--- src/rtl/handshake_rx_multi.sv ---
// NUM_CH-channel 4-phase req/ack receiver; captured words are round-robin merged onto one valid/ready stream.
// Optional per-channel ack-high timeout with sticky err flag: define HS_TIMEOUT_EN.
module handshake_rx_multi #(
   parameter int DATA_WIDTH     = 4,
   parameter int NUM_CH         = 2,
   parameter int SYNC_STAGES    = 2,
   parameter int SETTLE_CYCLES  = 1,
   parameter int TIMEOUT_CYCLES = 1024,
   localparam int CH_W          = (NUM_CH > 1) ? $clog2(NUM_CH) : 1
) (
   input  logic                         clk,
   input  logic                         reset_n,
   input  logic [NUM_CH-1:0]            req,
   input  logic [NUM_CH*DATA_WIDTH-1:0] data,
   output logic [NUM_CH-1:0]            ack,
   output logic                         out_valid,
   input  logic                         out_ready,
   output logic [DATA_WIDTH-1:0]        out_data,
   output logic [CH_W-1:0]              out_ch,
   output logic [NUM_CH-1:0]            err
);

   // state     | meaning
   // ----------+---------------------------------------------------------
   // ST_IDLE   | waiting for synchronised req
   // ST_SETTLE | req seen, counting down data-settle delay
   // ST_HOLD   | word captured in channel buffer, waiting for output grant
   // ST_ACK_HI | word delivered, ack high, waiting for req to fall
   // ST_STUCK  | ack timed out with req still high (HS_TIMEOUT_EN only)
   typedef enum logic [2:0] {
      ST_IDLE   = 3'd0,
      ST_SETTLE = 3'd1,
      ST_HOLD   = 3'd2,
      ST_ACK_HI = 3'd3
`ifdef HS_TIMEOUT_EN
      , ST_STUCK = 3'd4
`endif
   } state_t;

   if (NUM_CH < 1 || NUM_CH > 16) begin : g_chk_ch
      $error("handshake_rx_multi: NUM_CH must be 1..16");
   end
   if (SYNC_STAGES < 2 || SYNC_STAGES > 4) begin : g_chk_sync
      $error("handshake_rx_multi: SYNC_STAGES must be 2..4");
   end
   if (SETTLE_CYCLES < 0 || SETTLE_CYCLES > 15) begin : g_chk_settle
      $error("handshake_rx_multi: SETTLE_CYCLES must be 0..15");
   end
   if (TIMEOUT_CYCLES < 1) begin : g_chk_timeout
      $error("handshake_rx_multi: TIMEOUT_CYCLES must be at least 1");
   end
   if (DATA_WIDTH < 1) begin : g_chk_dw
      $error("handshake_rx_multi: DATA_WIDTH must be at least 1");
   end

   localparam logic [3:0] SETTLE_LOAD = (SETTLE_CYCLES > 0) ? 4'(SETTLE_CYCLES - 1) : 4'd0;

   state_t                  state_q [NUM_CH];
   state_t                  state_d [NUM_CH];
   logic [SYNC_STAGES-1:0]  sync_q  [NUM_CH];
   logic [3:0]              cnt_q   [NUM_CH];
   logic [DATA_WIDTH-1:0]   buf_q   [NUM_CH];
   logic [NUM_CH-1:0]       req_s;
   logic [NUM_CH-1:0]       hold;
   logic [NUM_CH-1:0]       grant;
   logic [NUM_CH-1:0]       cap_en;
   logic [NUM_CH-1:0]       cnt_load;
   logic [NUM_CH-1:0]       cnt_dec;
   logic [NUM_CH-1:0]       ack_d;
   logic [NUM_CH-1:0]       ack_q;
   logic                    load;
   logic                    found;
   logic [CH_W-1:0]         gnt_idx;
   logic [CH_W-1:0]         ptr_q;
   logic [CH_W-1:0]         ptr_d;

`ifdef HS_TIMEOUT_EN
   localparam int            TW      = $clog2(TIMEOUT_CYCLES + 1);
   localparam logic [TW-1:0] TO_LOAD = TW'(TIMEOUT_CYCLES - 1);

   logic [TW-1:0]           tmr_q [NUM_CH];
   logic [NUM_CH-1:0]       tmr_load;
   logic [NUM_CH-1:0]       tmr_dec;
   logic [NUM_CH-1:0]       err_set;
   logic [NUM_CH-1:0]       err_q;
`endif

   always_comb begin
      for (int c = 0; c < NUM_CH; c++) begin
         req_s[c] = sync_q[c][SYNC_STAGES-1];
         hold[c]  = (state_q[c] == ST_HOLD);
      end
   end

   // State register and req synchronisers
   always_ff @(posedge clk) begin
      if (!reset_n) begin
         for (int c = 0; c < NUM_CH; c++) begin
            state_q[c] <= ST_IDLE;
            sync_q[c]  <= '0;
         end
      end else begin
         for (int c = 0; c < NUM_CH; c++) begin
            state_q[c] <= state_d[c];
            sync_q[c]  <= {sync_q[c][SYNC_STAGES-2:0], req[c]};
         end
      end
   end

   // Next-state logic
   always_comb begin
      for (int c = 0; c < NUM_CH; c++) begin
         state_d[c] = state_q[c];
         case (state_q[c])
            ST_IDLE: begin
               if (req_s[c]) begin
                  if (SETTLE_CYCLES == 0) state_d[c] = ST_HOLD;
                  else                    state_d[c] = ST_SETTLE;
               end
            end
            ST_SETTLE: begin
               if (!req_s[c])              state_d[c] = ST_IDLE;
               else if (cnt_q[c] == 4'd0)  state_d[c] = ST_HOLD;
            end
            ST_HOLD: begin
               if (grant[c]) state_d[c] = ST_ACK_HI;
            end
            ST_ACK_HI: begin
               if (!req_s[c]) state_d[c] = ST_IDLE;
`ifdef HS_TIMEOUT_EN
               else if (tmr_q[c] == '0) state_d[c] = ST_STUCK;
`endif
            end
`ifdef HS_TIMEOUT_EN
            ST_STUCK: begin
               if (!req_s[c]) state_d[c] = ST_IDLE;
            end
`endif
            default: state_d[c] = ST_IDLE;
         endcase
      end
   end

   // Per-channel control outputs
   always_comb begin
      for (int c = 0; c < NUM_CH; c++) begin
         cap_en[c]   = (state_d[c] == ST_HOLD) && (state_q[c] != ST_HOLD);
         cnt_load[c] = (state_q[c] == ST_IDLE);
         cnt_dec[c]  = (state_q[c] == ST_SETTLE) && (cnt_q[c] != 4'd0);
         ack_d[c]    = (state_d[c] == ST_ACK_HI);
`ifdef HS_TIMEOUT_EN
         tmr_load[c] = (state_d[c] == ST_ACK_HI) && (state_q[c] != ST_ACK_HI);
         tmr_dec[c]  = (state_q[c] == ST_ACK_HI) && (tmr_q[c] != '0);
         err_set[c]  = (state_q[c] == ST_ACK_HI) && (state_d[c] == ST_STUCK);
`endif
      end
   end

   always_ff @(posedge clk) begin
      if (!reset_n) begin
         for (int c = 0; c < NUM_CH; c++) begin
            cnt_q[c] <= 4'd0;
            buf_q[c] <= '0;
            ack_q[c] <= 1'b0;
         end
      end else begin
         for (int c = 0; c < NUM_CH; c++) begin
            if (cnt_load[c])     cnt_q[c] <= SETTLE_LOAD;
            else if (cnt_dec[c]) cnt_q[c] <= cnt_q[c] - 4'd1;
            if (cap_en[c]) buf_q[c] <= data[c*DATA_WIDTH +: DATA_WIDTH];
            ack_q[c] <= ack_d[c];
         end
      end
   end

`ifdef HS_TIMEOUT_EN
   always_ff @(posedge clk) begin
      if (!reset_n) begin
         for (int c = 0; c < NUM_CH; c++) begin
            tmr_q[c] <= '0;
            err_q[c] <= 1'b0;
         end
      end else begin
         for (int c = 0; c < NUM_CH; c++) begin
            if (tmr_load[c])     tmr_q[c] <= TO_LOAD;
            else if (tmr_dec[c]) tmr_q[c] <= tmr_q[c] - TW'(1);
            if (err_set[c]) err_q[c] <= 1'b1;
         end
      end
   end

   assign err = err_q;
`else
   assign err = '0;
`endif

   // Round-robin scan: first HOLD channel at or after ptr_q, wrapping
   always_comb begin
      int j;
      int p;
      j       = 0;
      p       = 0;
      found   = 1'b0;
      gnt_idx = '0;
      grant   = '0;
      for (int i = 0; i < NUM_CH; i++) begin
         j = int'(ptr_q) + i;
         if (j >= NUM_CH) j = j - NUM_CH;
         if (!found && hold[CH_W'(j)]) begin
            found   = 1'b1;
            gnt_idx = CH_W'(j);
         end
      end
      load = (!out_valid || out_ready) && found;
      if (load) grant[gnt_idx] = 1'b1;
      p = int'(gnt_idx) + 1;
      if (p >= NUM_CH) p = 0;
      ptr_d = CH_W'(p);
   end

   always_ff @(posedge clk) begin
      if (!reset_n) begin
         out_valid <= 1'b0;
         out_data  <= '0;
         out_ch    <= '0;
         ptr_q     <= '0;
      end else if (load) begin
         out_valid <= 1'b1;
         out_data  <= buf_q[gnt_idx];
         out_ch    <= gnt_idx;
         ptr_q     <= ptr_d;
      end else if (out_ready) begin
         out_valid <= 1'b0;
      end
   end

   assign ack = ack_q;

endmodule

--- config.mk ---
export PLATFORM = sky130hd
export DESIGN_NAME = handshake_rx_multi
export DESIGN_NICKNAME = d
export VERILOG_FILES = /design/src/rtl/handshake_rx_multi.sv
export SDC_FILE = /design/constraint.sdc
export NUM_CORES = 1
export LEC_CHECK = 0
export BUFFER_PORTS_ARGS = -buffer_cell sky130_fd_sc_hd__buf_4
export CAP_MARGIN = 20
export CORE_ASPECT_RATIO = 1.75
export CORE_MARGIN = 3
export CORE_UTILIZATION = 35
export CTS_CLUSTER_SIZE = 10
export DETAILED_ROUTE_END_ITERATION = 16
export SYNTH_ARGS = -nofsm -noshare
export SYNTH_HDL_FRONTEND = slang
export SYNTH_SLANG_ARGS = --single-unit
--- constraint.sdc ---
create_clock -name clk -period 2 [get_ports clk]
set_clock_uncertainty 0.1 [all_clocks]
set_input_delay 0 -clock clk [delete_from_list [all_inputs] [get_ports clk]]
set_output_delay 0 -clock clk [all_outputs]
set_load 0.03 [all_outputs]
==> flow_summary.toml, run 1 <==
[logic_synthesis]
synthesis.instances = 142
synthFlopType = "dfxtp_1"
ys_seq_elements = 35
seq_area_frac_synth_pct = 55.7
synth_area_per_cell_um2 = 10.9
synth.cell_area_um2 = 1550
ys_types = 37
synthArstFlopShare_pct = 0
yosysWarnings = 0
synth_edf_count = 16

[final_layout]
final_layout_size_suffix_gt1_share_pct = 22.0
layout.nets = 191
antennaDiodeCount = 0
syn_to_final_growth_pct = 24.8
nFillCells = 393
fin_cells = 226

[route]
drc = 0
dr.pass1.iters = 4
first_iter_violations = 7
post_drt_wl_per_cell_um = 13.4
ant_nets = 0
viasPerCell = 5.03
finalWirelength_um = 3040
routed-via-count = 1137

[power]
p_comb_share_pct = 7.2
p_int_mw = 1.06
vdd_ir_drop_max_mv = 0.458
p_sw_uw = 308
seq_power_share_pct = 57.0
power.density_nw_per_um2 = 711
total_power_mw = 1.37
swShare_pct = 22.5
leakage_nw = 0.819
pwr-share-clk_pct = 35.8

[timing]
timing.fmax_ghz = 0.562
finalMaxSlewViolations = 0
min_period_ns = 1.78
rsz0062_at_grt = "false"
setup_viol = 0
hold_viol_final = 0
fin_crit_sh_pct = 89.0
fin_setup_tns_ns = 0

[die]
die_y_um = 93.9
fp.coreArea_um2 = 4190
die_x_um = 56.3
ios = 23
start_util_pct = 36.9
row_count = 31
dieArea_um2 = 5280

[worst_hold_path]
min_from = "out_ready"
hold_path_class = "in2reg"

[grt]
gr-usage-all-layers_pct = 12.9
grt_overflow = 0
grt_pass1_vias = 1227
antenna_found_initial = 0
grt_max_degree = 30
grt_first_pass_wirelength_um = 5240

[run_status]
status = "finished, final reports clean"

[placed_design]
dp.cells = 207
gp_congestion = 0.709
io_buffers = 20
dp_hpwl_um = 2160

[clocking]
cts-root-buf = "clkbuf_8"
cts_tree = "built"
clockBufferDepth = 2
cts-htree-levels = 2
cts_resized = 0
clk-insertion-delay-late_ns = 0.28
post_cts.repair.setup_buffers = 0
cts_hold_buf = 11
clock_sink_count = 35
cts_buffers = 5
path_clk_slew_ns = 0.07

[flow_run]
max_cap_viol_count = 0

[critical_path]
path_class = "reg2reg"
start_kind = "flip-flop"
cp_data_arrival_time_ns = 1.72
cp_max_fo = 8
cp.required_ns = 1.94
crit_path_end_kind = "flip-flop"
cp-startpoint = "cnt_q[1][0]"
r2r-start = "cnt_q[1][0]"
## through the flow
step	utilization, %	hold WS, ns	area (um^2)	setup WS [ns]
final	46.1	0.249	1930	0.219
after global routing	46.1	0.297	1930	0.0962
after CTS	46.1	0.251	1930	0.224
after detailed placement	41.4	0.116	1730	0.229
after global placement	41.4	0.111	1730	0.266
after floorplan	-	0.0273	1560	0.242
## placed cells by master, fill, tap and decap left out, types with 2 or more instances in the layout
cell,count
mux2i_1,5
conb_1,4
edfxtp_1,16
nor2_1,14
ha_1,2
buf_4,22
nand2b_1,2
o31ai_1,3
and4bb_2,2
and3_1,8
o211a_1,4
dfxtp_1,19
inv_1,9
nand4_1,4
xnor2_1,2
nor2b_1,3
o21ai_0,4
nor3_1,3
and2_1,5
nand2_1,6
clkbuf_8,5
nand3_1,7
dlygate4sd3_1,11
or3b_2,2
## power by group through the flow
stage	clock network (mW)	logic [mW]	registers, mW
3_3_place_gp	0	0.0787	0.797
5_1_grt	0.547	0.110	0.784
2_1_floorplan	0	0.0554	0.793
4_1_cts	0.505	0.0991	0.782
3_5_place_dp	0	0.0817	0.798
6_report	0.491	0.0993	0.782
## worst max-delay path, stage by stage, from the launching register on
cell      delay (ns)
edfxtp_1        0.37
inv_1           0.05
ha_1            0.24
and4bb_2        0.30
a32o_2          0.28
and3_1          0.20
## cell usage after synthesis, types with 2 or more instances
| library cell | number | share of area, % |
|---|---|---|
| nand2b_1 | 2 | 0.81 |
| and4bb_2 | 2 | 1.6 |
| nand3_1 | 7 | 2.3 |
| nand2_1 | 6 | 1.5 |
| ha_1 | 2 | 1.6 |
| nor2b_1 | 3 | 1.2 |
| and2_1 | 5 | 2.0 |
| nor3_1 | 3 | 0.97 |
| o31ai_1 | 3 | 1.5 |
| dfxtp_1 | 19 | 25 |
| xnor2_1 | 2 | 1.1 |
| or3b_2 | 2 | 1.1 |
| edfxtp_1 | 16 | 31 |
| o211a_1 | 4 | 2.6 |
| nand4_1 | 4 | 1.6 |
| and3_1 | 8 | 3.2 |
| clkbuf_1 | 5 | 1.2 |
| o21ai_0 | 4 | 1.3 |
| inv_1 | 9 | 2.2 |
| nor2_1 | 14 | 3.4 |
| buf_4 | 2 | 0.97 |
| mux2i_1 | 5 | 3.2 |
## worst paths after layout
path                  end  slack [ns]  cells after the start
max           buf_q[1][1]        0.22                      5
min             out_valid        0.25                      4
max reg2reg   buf_q[1][1]        0.22                      5
min reg2reg  sync_q[0][1]        0.34                      1
## cell families (layout without fill, tap and decap cells)
group,Yosys count,count (layout),share of synthesized area (%)
buffers and inverters,18,50,5.42
other,1,4,0.242
AOI/OAI and AO/OA,17,17,9.06
DFF,35,35,55.7
adders and majority gates,2,2,1.62
xor gates and xnor gates,2,2,1.13
muxes,5,5,3.24
and+or+nand+nor,62,62,23.6
## registers in the layout (all words and copies together) (netlist names)
name and flops:
ack 2, buf_q 8, cnt_q 8, out_ch 1, out_data 4, out_valid 1, ptr_q 1, state_q 6
sync_q 4
## routing by layer
metal  vias up  part of all wire [%]  wire, um  global-route usage (%)
li1        565                     -         -                       -
met1       544                    37      1130                    11.5
met2        21                    57      1740                    25.2
met3         7                   3.4       102                    4.26
met4         0                   2.1        65                    6.34
met5         -                     0         0                       0
## layout make-up
class / count / area (um^2) / share of cell area (%)
repair buffers: 33 / 275 / 14.3
well taps: 49 / 61.3 / 3.18
inverters: 9 / 33.8 / 1.75
clock buffers: 6 / 72.6 / 3.76
flip-flops and latches: 35 / 861 / 44.6
multi-input cells: 92 / 613 / 31.8
clock inverters: 2 / 12.5 / 0.649
No activity file was read; power rests on OpenSTA's default activity.
==> inputs of run 2 (changes only) <==
RECOVER_POWER = 25   (was not set)
==> run 2 against run 1 <==
Sequential power about the same. Critical path type unchanged. Clock-buffer cell count unchanged. Largest cell class unchanged. Register-to-register slack about the same. Via count about the same. Fmax about the same. Combinational power decreased by 0.4%. Setup slack about the same.
==> flow_summary.toml, run 2 (synthesis results as in run 1) <==
[run_status]
status = "finished, final reports clean"

[die]
fp.coreArea_um2 = 4190
die_x_um = 56.3
die_y_um = 93.9
row_count = 31
dieArea_um2 = 5280
start_util_pct = 36.9
ios = 23

[final_layout]
utilization_pct = 45.3
final_cell_mix = "dfxtp_1 (19), edfxtp_1 (16), nor2_1 (14), buf_4 (14), dlygate4sd3_1 (11)"
layout_commonest_cell = "dfxtp_1"
layout.nets = 191
antennaDiodeCount = 0
syn_to_final_growth_pct = 22.8
fin_cells = 226
largestRegisters = "buf_q: 8 flops, cnt_q: 8 flops, state_q: 6 flops"
nFillCells = 398
final_layout_size_suffix_gt1_share_pct = 16.9

[grt]
grt_max_degree = 30
grt_overflow = 0
gr-usage-all-layers_pct = 12.9
antenna_found_initial = 0
grt_first_pass_wirelength_um = 5240
grt_pass1_vias = 1227

[timing]
setup_slack_ns = 0.220
hold_viol_final = 0
timing.fmax_ghz = 0.562
min_period_ns = 1.78
fin_setup_tns_ns = 0
rsz0062_at_grt = "false"
setup_viol = 0
finalMaxSlewViolations = 0
fin_crit_sh_pct = 89.0

[critical_path]
path_class = "reg2reg"
start_kind = "flip-flop"
crit_path_end_kind = "flip-flop"
cp_max_fo = 8
slowest_stage = "edfxtp_1"
cp.required_ns = 1.94
cp_data_arrival_time_ns = 1.72
crit_chain = "inv_1, ha_1, and4bb_2, a32o_2, and3_1"
max_stage_delay_ns = 0.37

[placed_design]
dp_hpwl_um = 2160
gp_congestion = 0.709
dp.cells = 207
io_buffers = 20
place_ws_ns = 0.229

[clocking]
cts-htree-levels = 2
cts-root-buf = "clkbuf_8"
cts_resized = 0
cts_buffers = 5
clockBufferDepth = 2
path_clk_slew_ns = 0.07
clock_sink_count = 35
clk-insertion-delay-late_ns = 0.28
cts_tree = "built"

[worst_hold_path]
hold_path_class = "in2reg"

[power]
vdd_ir_drop_max_mv = 0.457
total_power_mw = 1.37
leakage_nw = 0.785
power.density_nw_per_um2 = 723

[route]
ant_nets = 0
finalWirelength_um = 3040
first_iter_violations = 9
post_drt_wl_per_cell_um = 13.4
drc = 0
viasPerCell = 5.04
dr.pass1.iters = 4
routed-via-count = 1138

[flow_run]
max_cap_viol_count = 0
run 2: cell count changes in the layout (fill, tap and decap cells not counted), sizes merged:
cell    delta
clkbuf     +8
buf        -8
run 2: cell type report:
| cell class | instances | area (um^2) | area share (%) |
|---|---|---|---|
| flip-flops and latches | 35 | 861 | 45.3 |
| clock buffers | 6 | 72.6 | 3.82 |
| well taps | 49 | 61.3 | 3.23 |
| inverters | 9 | 33.8 | 1.78 |
| repair buffers | 33 | 245 | 12.9 |
| clock inverters | 2 | 12.5 | 0.659 |
| multi-input cells | 92 | 613 | 32.3 |
run 2: what timing repair did:
item                      CTS  global route
setup buffers               0             0
hold buffers               11             0
hold endpoints to repair   15             0
run 2: critical path, delay by kind of cell (launching register included):
kind,cells,cell delay (ns)
AOI/OAI and AO/OA,1,0.28
adders and majority gates,1,0.24
buffers and inverters,1,0.05
and+or+nand+nor,2,0.50
DFF,1,0.37
run 2: routing by layer:
metal,part of all wire (%),GRT usage (%),up-vias
met5,0,0,-
met4,2.1,6.34,0
met1,37,11.5,542
li1,-,-,566
met3,3.3,4.26,7
met2,57,25.2,23
run 2: path summary, 6_finish.rpt:
kind	startpoint	endpoint	slack, ns	cells past startpoint
min reg2reg	sync_q[0][0]	sync_q[0][1]	0.34	1
min	out_ready	out_valid	0.25	4
max reg2reg	cnt_q[1][0]	buf_q[1][1]	0.22	5
max	cnt_q[1][0]	buf_q[1][1]	0.22	5
run 2: where the power goes:
part | total [mW] | internal, mW | switching, mW
Clock | 0.492 | 0.243 | 0.249
Combinational | 0.0989 | 0.0539 | 0.0450
Sequential | 0.782 | 0.767 | 0.0152
run 2: metrics by stage:
stage / hold slack [ns] / instance area, um^2
detailed placement: 0.116 / 1730
global placement: 0.111 / 1730
finish: 0.250 / 1900
global route: 0.297 / 1900
floorplan: 0.0273 / 1560
CTS: 0.251 / 1930
